File: config.mk
export PLATFORM = sky130hd
export DESIGN_NAME = router_pkt_tx_flat
export DESIGN_NICKNAME = d
export VERILOG_FILES = /design/src/rtl/router_pkt_tx_pkg.sv /design/src/rtl/router_pkt_tx_if.sv /design/src/rtl/router_pkt_buf.sv /design/src/rtl/router_pkt_tx.sv /design/src/flat_wrapper.sv
export SDC_FILE = /design/constraint.sdc
export NUM_CORES = 1
export LEC_CHECK = 0
export ABC_AREA = 1
export CAP_MARGIN = 10
export CORE_UTILIZATION = 45
export CTS_CLUSTER_DIAMETER = 60
export DETAILED_ROUTE_END_ITERATION = 7
export DONT_BUFFER_PORTS = 1
export PLACE_DENSITY = 0.68
export RECOVER_POWER = 25
export SLEW_MARGIN = 0
export SYNTH_ARGS = -nofsm -noshare
export SYNTH_HDL_FRONTEND = slang
export SYNTH_HIERARCHICAL = 1
export SYNTH_SLANG_ARGS = --single-unit
export TNS_END_PERCENT = 100
File: constraint.sdc
create_clock -name clk -period 8.5 [get_ports clk]
set_clock_uncertainty 0.1 [all_clocks]
set_input_delay 1.275 -clock clk [delete_from_list [all_inputs] [get_ports clk]]
set_output_delay 1.275 -clock clk [all_outputs]
set_load 0.005 [all_outputs]
File: src/rtl/router_pkt_tx_pkg.sv
// Shared router definitions: FSM states, header layout, widths and helpers.
package router_pkt_tx_pkg;

  localparam int unsigned DATA_W = 8;
  localparam int unsigned LEN_W  = 6;
  localparam int unsigned ADDR_W = 2;

  // Port 3 does not exist on the router.
  localparam logic [ADDR_W-1:0] ADDR_INVALID = 2'b11;

  typedef enum logic [2:0] {
    ST_IDLE,
    ST_LOAD,
    ST_HEADER,
    ST_PAYLOAD,
    ST_PARITY,
    ST_CHECK
  } state_e;

  // Header byte on the wire: len in [7:2], addr in [1:0].
  typedef struct packed {
    logic [LEN_W-1:0]  len;
    logic [ADDR_W-1:0] addr;
  } hdr_t;

  function automatic logic [DATA_W-1:0] make_hdr(input logic [LEN_W-1:0]  len,
                                                 input logic [ADDR_W-1:0] addr);
    hdr_t h;
    h.len  = len;
    h.addr = addr;
    return DATA_W'(h);
  endfunction

endpackage

File: src/rtl/router_pkt_tx_if.sv
// Bundle of command, payload, router-wire and status signals of router_pkt_tx.
// master: command/payload source and router model; slave: router_pkt_tx.
interface router_pkt_tx_if;
  import router_pkt_tx_pkg::*;

  logic                cmd_valid;
  logic                cmd_ready;
  logic [ADDR_W-1:0]   cmd_addr;
  logic [LEN_W-1:0]    cmd_len;
  logic                cmd_inj_err;
  logic                cmd_rej;
  logic                pl_valid;
  logic                pl_ready;
  logic [DATA_W-1:0]   pl_data;
  logic                busy;
  logic                err;
  logic [DATA_W-1:0]   data_out;
  logic                packet_valid;
  logic                tx_done;
  logic                tx_err;

  modport master (
    output cmd_valid, cmd_addr, cmd_len, cmd_inj_err, pl_valid, pl_data, busy, err,
    input  cmd_ready, cmd_rej, pl_ready, data_out, packet_valid, tx_done, tx_err
  );

  modport slave (
    input  cmd_valid, cmd_addr, cmd_len, cmd_inj_err, pl_valid, pl_data, busy, err,
    output cmd_ready, cmd_rej, pl_ready, data_out, packet_valid, tx_done, tx_err
  );

endinterface

File: src/rtl/router_pkt_buf.sv
// Payload buffer: DEPTH x 8 register array, synchronous write, combinational read.
// Ports: clk, we_i/waddr_i/wdata_i write port, raddr_i/rdata_c_o read port.
module router_pkt_buf
  import router_pkt_tx_pkg::*;
#(
  parameter int unsigned DEPTH = 63
) (
  input  logic              clk,
  input  logic              we_i,
  input  logic [LEN_W-1:0]  waddr_i,
  input  logic [DATA_W-1:0] wdata_i,
  input  logic [LEN_W-1:0]  raddr_i,
  output logic [DATA_W-1:0] rdata_c_o
);

  logic [DATA_W-1:0] mem_q [DEPTH];

  // Contents need no reset; every byte is written before it is read.
  always_ff @(posedge clk) begin
    if (we_i && (32'(waddr_i) < DEPTH)) begin
      mem_q[waddr_i] <= wdata_i;
    end
  end

  assign rdata_c_o = (32'(raddr_i) < DEPTH) ? mem_q[raddr_i] : '0;

endmodule

File: src/rtl/router_pkt_tx.sv
// Router packet source: takes a command, buffers the payload, sends
// header/payload/parity on the router input and reports the router's err flag.
// Ports: clk, resetn (sync, active low), bus (router_pkt_tx_if.slave).
module router_pkt_tx
  import router_pkt_tx_pkg::*;
#(
  parameter int unsigned MAX_LEN  = 63,
  parameter int unsigned ERR_WAIT = 3
) (
  input  logic             clk,
  input  logic             resetn,
  router_pkt_tx_if.slave   bus
);

  localparam int unsigned WAIT_W = (ERR_WAIT > 1) ? $clog2(ERR_WAIT) : 1;

  state_e              state_q, state_d;
  logic [LEN_W-1:0]    len_q, len_d;
  logic [ADDR_W-1:0]   addr_q, addr_d;
  logic                inj_q, inj_d;
  logic [DATA_W-1:0]   parity_q, parity_d;
  logic [LEN_W-1:0]    wr_cnt_q, wr_cnt_d;
  logic [LEN_W-1:0]    rd_cnt_q, rd_cnt_d;
  logic [WAIT_W-1:0]   wait_cnt_q, wait_cnt_d;
  logic [DATA_W-1:0]   data_out_q, data_out_d;
  logic                pv_q, pv_d;
  logic                cmd_ready_q, cmd_ready_d;
  logic                pl_ready_q, pl_ready_d;
  logic                cmd_rej_q, cmd_rej_d;
  logic                tx_done_q, tx_done_d;
  logic                tx_err_q, tx_err_d;

  logic                cmd_bad_c, cmd_acc_c;
  logic                wr_last_c, rd_last_c, wait_last_c;
  logic                buf_we_c;
  logic [DATA_W-1:0]   buf_rdata_c;

  assign cmd_bad_c   = (bus.cmd_len == '0) || (32'(bus.cmd_len) > MAX_LEN) ||
                       (bus.cmd_addr == ADDR_INVALID);
  assign cmd_acc_c   = (state_q == ST_IDLE) && bus.cmd_valid && !cmd_bad_c;
  assign wr_last_c   = (wr_cnt_q == len_q - LEN_W'(1));
  assign rd_last_c   = (rd_cnt_q == len_q - LEN_W'(1));
  assign wait_last_c = (wait_cnt_q == WAIT_W'(ERR_WAIT - 1));

  router_pkt_buf #(.DEPTH(MAX_LEN)) u_buf (
    .clk       (clk),
    .we_i      (buf_we_c),
    .waddr_i   (wr_cnt_q),
    .wdata_i   (bus.pl_data),
    .raddr_i   (rd_cnt_d),
    .rdata_c_o (buf_rdata_c)
  );

  // State register.
  always_ff @(posedge clk) begin
    if (!resetn) state_q <= ST_IDLE;
    else         state_q <= state_d;
  end

  // Next-state logic; a wire byte is consumed at any edge with busy low.
  always_comb begin
    state_d = state_q;
    case (state_q)
      ST_IDLE:    if (cmd_acc_c)                   state_d = ST_LOAD;
      ST_LOAD:    if (bus.pl_valid && wr_last_c)   state_d = ST_HEADER;
      ST_HEADER:  if (!bus.busy)                   state_d = ST_PAYLOAD;
      ST_PAYLOAD: if (!bus.busy && rd_last_c)      state_d = ST_PARITY;
      ST_PARITY:  if (!bus.busy)                   state_d = ST_CHECK;
      ST_CHECK:   if (wait_last_c)                 state_d = ST_IDLE;
      default:                                     state_d = ST_IDLE;
    endcase
  end

  // Command latch, buffer write, parity accumulation and counters.
  always_comb begin
    len_d      = len_q;
    addr_d     = addr_q;
    inj_d      = inj_q;
    parity_d   = parity_q;
    wr_cnt_d   = wr_cnt_q;
    rd_cnt_d   = rd_cnt_q;
    wait_cnt_d = wait_cnt_q;
    buf_we_c   = 1'b0;
    case (state_q)
      ST_IDLE: begin
        if (cmd_acc_c) begin
          len_d    = bus.cmd_len;
          addr_d   = bus.cmd_addr;
          inj_d    = bus.cmd_inj_err;
          parity_d = make_hdr(bus.cmd_len, bus.cmd_addr);
          wr_cnt_d = '0;
          rd_cnt_d = '0;
        end
      end
      ST_LOAD: begin
        if (bus.pl_valid) begin
          buf_we_c = 1'b1;
          parity_d = parity_q ^ bus.pl_data;
          wr_cnt_d = wr_last_c ? '0 : wr_cnt_q + LEN_W'(1);
        end
      end
      ST_PAYLOAD: begin
        if (!bus.busy) rd_cnt_d = rd_last_c ? '0 : rd_cnt_q + LEN_W'(1);
      end
      ST_PARITY: wait_cnt_d = '0;
      ST_CHECK:  wait_cnt_d = wait_last_c ? '0 : wait_cnt_q + WAIT_W'(1);
      default: ;
    endcase
  end

  // Output logic; wire outputs follow the state being entered so they are
  // registered yet aligned with state_q.
  always_comb begin
    cmd_ready_d = (state_d == ST_IDLE);
    pl_ready_d  = (state_d == ST_LOAD);
    cmd_rej_d   = (state_q == ST_IDLE) && bus.cmd_valid && cmd_bad_c;
    tx_done_d   = 1'b0;
    tx_err_d    = tx_err_q;
    data_out_d  = '0;
    pv_d        = 1'b0;
    if ((state_q == ST_CHECK) && wait_last_c) begin
      tx_done_d = 1'b1;
      tx_err_d  = bus.err;
    end
    case (state_d)
      ST_HEADER: begin
        data_out_d = make_hdr(len_q, addr_q);
        pv_d       = 1'b1;
      end
      ST_PAYLOAD: begin
        data_out_d = buf_rdata_c;
        pv_d       = 1'b1;
      end
      ST_PARITY: data_out_d = parity_q ^ {DATA_W{inj_q}};
      default: ;
    endcase
  end

  // Datapath and output registers.
  always_ff @(posedge clk) begin
    if (!resetn) begin
      len_q       <= '0;
      addr_q      <= '0;
      inj_q       <= 1'b0;
      parity_q    <= '0;
      wr_cnt_q    <= '0;
      rd_cnt_q    <= '0;
      wait_cnt_q  <= '0;
      data_out_q  <= '0;
      pv_q        <= 1'b0;
      cmd_ready_q <= 1'b1;
      pl_ready_q  <= 1'b0;
      cmd_rej_q   <= 1'b0;
      tx_done_q   <= 1'b0;
      tx_err_q    <= 1'b0;
    end else begin
      len_q       <= len_d;
      addr_q      <= addr_d;
      inj_q       <= inj_d;
      parity_q    <= parity_d;
      wr_cnt_q    <= wr_cnt_d;
      rd_cnt_q    <= rd_cnt_d;
      wait_cnt_q  <= wait_cnt_d;
      data_out_q  <= data_out_d;
      pv_q        <= pv_d;
      cmd_ready_q <= cmd_ready_d;
      pl_ready_q  <= pl_ready_d;
      cmd_rej_q   <= cmd_rej_d;
      tx_done_q   <= tx_done_d;
      tx_err_q    <= tx_err_d;
    end
  end

  assign bus.data_out     = data_out_q;
  assign bus.packet_valid = pv_q;
  assign bus.cmd_ready    = cmd_ready_q;
  assign bus.pl_ready     = pl_ready_q;
  assign bus.cmd_rej      = cmd_rej_q;
  assign bus.tx_done      = tx_done_q;
  assign bus.tx_err       = tx_err_q;

endmodule
File: src/flat_wrapper.sv
// flat-port wrapper written by rule: the top's interface ports become plain ports
module router_pkt_tx_flat import router_pkt_tx_pkg::*;
#(
  parameter int unsigned MAX_LEN  = 63,
  parameter int unsigned ERR_WAIT = 3
)
  (clk, resetn, bus_cmd_valid, bus_cmd_addr, bus_cmd_len, bus_cmd_inj_err, bus_pl_valid, bus_pl_data, bus_busy, bus_err, bus_cmd_ready, bus_cmd_rej, bus_pl_ready, bus_data_out, bus_packet_valid, bus_tx_done, bus_tx_err);
  router_pkt_tx_if bus_i ();
  input  logic clk;
  input  logic resetn;
  input wire logic [$bits(bus_i.cmd_valid)-1:0] bus_cmd_valid;
  input wire logic [$bits(bus_i.cmd_addr)-1:0] bus_cmd_addr;
  input wire logic [$bits(bus_i.cmd_len)-1:0] bus_cmd_len;
  input wire logic [$bits(bus_i.cmd_inj_err)-1:0] bus_cmd_inj_err;
  input wire logic [$bits(bus_i.pl_valid)-1:0] bus_pl_valid;
  input wire logic [$bits(bus_i.pl_data)-1:0] bus_pl_data;
  input wire logic [$bits(bus_i.busy)-1:0] bus_busy;
  input wire logic [$bits(bus_i.err)-1:0] bus_err;
  output wire logic [$bits(bus_i.cmd_ready)-1:0] bus_cmd_ready;
  output wire logic [$bits(bus_i.cmd_rej)-1:0] bus_cmd_rej;
  output wire logic [$bits(bus_i.pl_ready)-1:0] bus_pl_ready;
  output wire logic [$bits(bus_i.data_out)-1:0] bus_data_out;
  output wire logic [$bits(bus_i.packet_valid)-1:0] bus_packet_valid;
  output wire logic [$bits(bus_i.tx_done)-1:0] bus_tx_done;
  output wire logic [$bits(bus_i.tx_err)-1:0] bus_tx_err;
  assign bus_i.cmd_valid = bus_cmd_valid;
  assign bus_i.cmd_addr = bus_cmd_addr;
  assign bus_i.cmd_len = bus_cmd_len;
  assign bus_i.cmd_inj_err = bus_cmd_inj_err;
  assign bus_i.pl_valid = bus_pl_valid;
  assign bus_i.pl_data = bus_pl_data;
  assign bus_i.busy = bus_busy;
  assign bus_i.err = bus_err;
  assign bus_cmd_ready = bus_i.cmd_ready;
  assign bus_cmd_rej = bus_i.cmd_rej;
  assign bus_pl_ready = bus_i.pl_ready;
  assign bus_data_out = bus_i.data_out;
  assign bus_packet_valid = bus_i.packet_valid;
  assign bus_tx_done = bus_i.tx_done;
  assign bus_tx_err = bus_i.tx_err;
  router_pkt_tx #(.MAX_LEN(MAX_LEN), .ERR_WAIT(ERR_WAIT)) u_core (.clk(clk), .resetn(resetn), .bus(bus_i));
endmodule
Word-level counts from Yosys, hierarchy flattened
Memories as Yosys holds them, arrays and structs flattened. Cells that the tools add are included.

Word-level logic and storage cells: 85. Output and inout bits: 14. Bits in writable memories: 504. Register bits after elaboration: 48. Memories: 1.

Reductions and logical operators: 18. Bitwise operators: 2. Muxes and demuxes: 28. Magnitude comparators: 2. $add $sub $neg: 4. Equal/unequal tests: 15.

Memory list: u_core.u_buf.mem_q (words 63, width 8, read ports 1, clocked after memory_dff 0, write ports 1, line router_pkt_buf.sv:16) `logic [DATA_W-1:0] mem_q [DEPTH];`.

Operators by type and width (count): 6-bit two-way mux (6); 8-bit two-way mux (3); 6-bit case mux with 2 select lines (2); 8-bit case mux with 3 select lines (1); 3-bit two-way mux (6); 3-bit case mux with 6 select lines (1); 8-bit case mux with 2 select lines (1); 8-bit bitwise XOR (2); 6-bit by 1-bit adder with 6-bit output (second input constant) (2); 3-bit by 2-bit == test with 1-bit output (second input constant) (4); 6-bit == test (2); 6-bit < comparator (second input constant) (2); 3-bit == test (second input constant) (3); 1-bit logical AND (7); 3-bit by 1-bit == test with 1-bit output (second input constant) (2); 3-bit logical NOT (2); 6-bit logical NOT (1); 1-bit two-way mux (6); 6-bit by 1-bit subtractor with 6-bit output (second input constant) (1); 2-bit == test (second input constant) (2); 2-bit case mux with 2 select lines (1); 2-bit nonzero test (2); 3-bit AND reduction (1); 2-bit by 1-bit adder with 2-bit output (second input constant) (1); 7 further kinds (8).

Depth between registers and ports, before layout
Word-level depth: 9. Depth in mapped cells: 29. Depth with buffers taken out: 28.

By module
Netlist, hierarchy kept.

Modules (own cells, without submodules): router_pkt_buf (area an instance 21635.8 um^2, times used 1, cells an instance 2087, sequential area each 15134.5 um^2); router_pkt_tx (area an instance 2662.6 um^2, times used 1, cells an instance 383, sequential area each 960.9 um^2).

Least setup slack after synthesis
OpenSTA, ideal clock, no wires.

Kind: in2reg. From: in bus_cmd_len[3]. To: reg u_core.data_out_q[0], in the netlist u_core/bus.data_out[0]. Stages on the path: 27. Setup slack: 4.608 ns. Arrival: 3.665 ns. Setup time: 0.128 ns. Path buffers: 5. Cell sequence: nor2_1 nand3_1 nand2_1 inv_1 nand2_1 buf_2 inv_1 clkbuf_1 nor2_1 nand2_1 nand2_1 buf_4 buf_6 buf_4 nand2_1 nand3_1 nand2_1 a21oi_1 nand2_1 nand2_1 nand2_1 nor2_1 nor2_1 nand2_1 nand2_1 nor2_1 nor2_1.

Cells in the longest elaborated chain, start to end: 9.

Ends and longest elaborated chain: start: declaration (line flat_wrapper.sv:13) `input wire logic [$bits(bus_i.cmd_len)-1:0] bus_cmd_len;`; 6-bit logical NOT (*) (line router_pkt_tx.sv:38) `assign cmd_bad_c = (bus.cmd_len == '0) || (32'(bus.cmd_len) > MAX_LEN) ||`; 1-bit logical OR (*) (line router_pkt_tx.sv:38); 1-bit logical NOT (*) (line router_pkt_tx.sv:40) `assign cmd_acc_c = (state_q == ST_IDLE) && bus.cmd_valid && !cmd_bad_c;`; 1-bit logical AND (*) (line router_pkt_tx.sv:40); 6-bit two-way mux (*) (line router_pkt_tx.sv:86) `if (cmd_acc_c) begin`; 6-bit case mux with 2 select lines (*) (line router_pkt_tx.sv:84) `case (state_q)`; via u_core.rd_cnt_d[0] (line router_pkt_tx.sv:23) `logic [LEN_W-1:0] rd_cnt_q, rd_cnt_d;`; memory 63 x 8 bit / 6-bit < comparator (equally long branches); 8-bit two-way mux (*) (line router_pkt_buf.sv:25) `assign rdata_c_o = (32'(raddr_i) < DEPTH) ? mem_q[raddr_i] : '0;`; via u_core.buf_rdata_c[0] (line router_pkt_tx.sv:36) `logic [DATA_W-1:0] buf_rdata_c;`; 8-bit case mux with 3 select lines (*) (line router_pkt_tx.sv:125) `case (state_d)`; end signal: assignment (line router_pkt_tx.sv:164) `data_out_q <= data_out_d;`; end: declaration (line router_pkt_tx.sv:25) `logic [DATA_W-1:0] data_out_q, data_out_d;`.

The timed path passes the listed nets; every way through them passes the cells marked *. A chain may end at the register's enable or synchronous reset.

Final worst setup path
From: in bus_cmd_len[1]. To: reg u_core.data_out_q[1], in the netlist u_core/bus.data_out[1].

The elaborated chain is that of the path after synthesis.

==> impl_metrics.json <==
{
  "ant_nets": 0,
  "path_common_cell": "nand2_1",
  "synth_cells": 2470,
  "grt_overflow": 0,
  "p_leak_nw": 10.6,
  "critPathTopFamily": "simple AND/OR/NAND/NOR gates",
  "worst-path-max-fanout": 91,
  "ys_seq_area_share_pct": 66.2,
  "pin_count": 37,
  "cts.sinks": 552,
  "yosys_warnings": 6,
  "power_mw": 5.38,
  "grt_pass1_vias": 16100,
  "cp_num_buf_inv": 4,
  "required_ps": 8880,
  "root_buffer": "clkbuf_16",
  "path_class": "in2reg",
  "cts_max_path_buffers": 3,
  "die_w_um": 234,
  "r2r_cells": 23,
  "syn_nets": 2496,
  "critPathArrivalTime_ps": 6030,
  "ctsResizeCount": 0,
  "via_count": 17100,
  "grt_max_degree": 204,
  "antenna_found_initial": 0,
  "drt-pass1-iter-count": 6,
  "die_h_um": 234,
  "fin_crit_ps": 5660,
  "synth_area_um2": 24300,
  "gp_congestion": 0.944,
  "clk_latency_ps": 610,
  "path_clk_slew_ps": 60,
  "drt-wirelength-per-cell_um": 20.1,
  "layout.nets": 2460,
  "rows": 84,
  "drc": 0,
  "syn_area_per_cell_um2": 9.84,
  "cpMaxStageDelayCell": "nand2_4",
  "timing.fmax_mhz": 177,
  "seq_area_um2": 16100,
  "hold_depth": 2,
  "final-setup-viol-count": 0,
  "cp.depth": 25,
  "hold_buffers": 0,
  "initial_utilization_pct": 45.9,
  "timing.setup.tns_ps": 0,
  "h-tree-depth": 2,
  "layout-drive-gt1-share_pct": 4.96,
  "pwr_density_cell_nw_per_um2": 204,
  "peakVddDrop_v": 0.000138,
  "ys_seq_elements": 552,
  "via_per_inst": 5.39,
  "multiInputGateArea_um2": 6710,
  "ys_types": 38,
  "hold_viol_final": 0,
  "syn_to_final_growth_pct": 8.75,
  "drt-total-wl_mm": 63.7,
  "cts_setup_buffers": 0,
  "cts_tree": "built",
  "n_antenna_cell": 0,
  "endpoint_kind": "flop",
  "cap_violations": 0,
  "grt_usage_pct": 23.7,
  "final_cell_mix": "900 x nand2_1, 504 x edfxtp_1, 277 x nand3_1",
  "fillers": 4790,
  "io_buffers": 0,
  "rsz0062_at_grt": "no",
  "hold_class": "reg2reg",
  "drv_slew": 0,
  "maxSlewHeadroom_pct": 26.6,
  "drtIter0Drc": 1663,
  "final_common_cell": "nand2_1",
  "status": "finished, final reports clean",
  "fp.dieArea_um2": 54900,
  "tightestPinTransition_ps": 1090,
  "wl_met1_mm": 27.1,
  "wl_met2_mm": 29.2,
  "cts_buffers": 55,
  "max_stage_delay_ps": 560,
  "cp-start-kind": "input port",
  "period_share_pct": 66.5,
  "wl_met3_mm": 5.96,
  "top_layer": "met4",
  "dpl.hpwl_mm": 37.9,
  "grt_pass1_wl_mm": 97.1,
  "core_area_um2": 53000
}
routing by layer:
layer | global-route usage [%] | vias up
met3 | 4.63 | 96
li1 | - | 8033
met2 | 37.0 | 731
met4 | 7.32 | 0
met1 | 33.3 | 8200
met5 | 0 | -
cell families (layout without fill, tap and decap cells):
logic type	after synthesis	in the layout	synth area share, %
adders and majority gates	3	3	0.154
AOI/OAI and AO/OA	98	98	2.34
xor gates and xnor gates	16	16	0.577
DFF	552	552	66.2
buffers and inverters	359	368	6.23
and+or+nand+nor	1442	1442	24.5
registers in the layout (all words and copies together), names as in the netlist:
register	cells
u_core/parity_q	8
u_core/len_q	6
u_core/addr_q	2
u_core/bus.data_out	8
u_core/state_q	3
u_core/bus.cmd_ready	1
u_core/bus.tx_err	1
u_core/wr_cnt_q	6
u_core/rd_cnt_q	6
u_core/bus.packet_valid	1
u_core/inj_q	1
u_core/wait_cnt_q	2
u_core/bus.tx_done	1
u_core/bus.pl_ready	1
u_core/bus.cmd_rej	1
u_core/u_buf/mem_q	504
metrics by stage:
stage	utilization (%)	setup slack, ps	instances	hold slack (ps)	cell area (um2)
after global routing	49.9	2500	3167	427	26400
final	49.9	2840	3167	396	26400
after detailed placement	46.7	2390	3065	387	24700
after CTS	49.9	3040	3167	396	26400
after floorplan	-	4610	2470	329	24300
after global placement	46.7	2500	3064	367	24700
path summary, 6_finish.rpt:
path,endpoint,slack (ps),startpoint
hold / removal,u_core/wait_cnt_q[1]$_SDFFE_PN0P_,400,u_core/wait_cnt_q[1]$_SDFFE_PN0P_
hold reg to reg,u_core/wait_cnt_q[1]$_SDFFE_PN0P_,400,u_core/wait_cnt_q[1]$_SDFFE_PN0P_
setup reg to reg,u_core/bus.data_out[2]$_SDFF_PN0_,3030,u_core/state_q[1]$_SDFF_PN0_
setup / recovery,u_core/bus.data_out[1]$_SDFF_PN0_,2840,bus_cmd_len[1]
report_power, final:
part	internal, mW	total (mW)	switching, mW
Sequential	2.97	2.98	0.0121
Combinational	0.0300	0.0981	0.0680
Clock	1.29	2.30	1.01
tightest hold or removal path: cells and delay by family (launching register included):
kind	cells	cell delay [ps]
DFF	1	320
and+or+nand+nor	1	70
AOI/OAI and AO/OA	1	60
layout make-up:
type | count | area share, %
Clock buffer | 74 | 5.68
Inverter | 254 | 3.63
Multi-Input combinational cell | 1559 | 25.4
Tap cell | 688 | 3.26
Timing Repair Buffer | 12 | 0.436
Clock inverter | 28 | 0.701
Sequential cell | 552 | 60.9
synth_stat cells (all sizes together):
library cell / number / area share [%]
a211oi: 8 / 0.25
a21boi: 2 / 0.062
a21oi: 50 / 1.1
a311oi: 8 / 0.29
buf: 81 / 1.9
clkbuf: 24 / 0.37
clkinv: 3 / 0.046
dfxtp: 48 / 4.0
edfxtp: 504 / 62
ha: 3 / 0.15
inv: 251 / 3.9
nand2: 903 / 14
nand3: 281 / 5.9
nand3b: 2 / 0.062
nand4: 21 / 0.54
nor2: 217 / 3.5
nor3: 7 / 0.21
nor4: 1 / 0.026
o211ai: 2 / 0.062
o21ai: 27 / 0.57
o31a: 1 / 0.036
or2: 10 / 0.26
xnor2: 3 / 0.11
xor2: 13 / 0.47
Power figures use the tool's default switching activity.
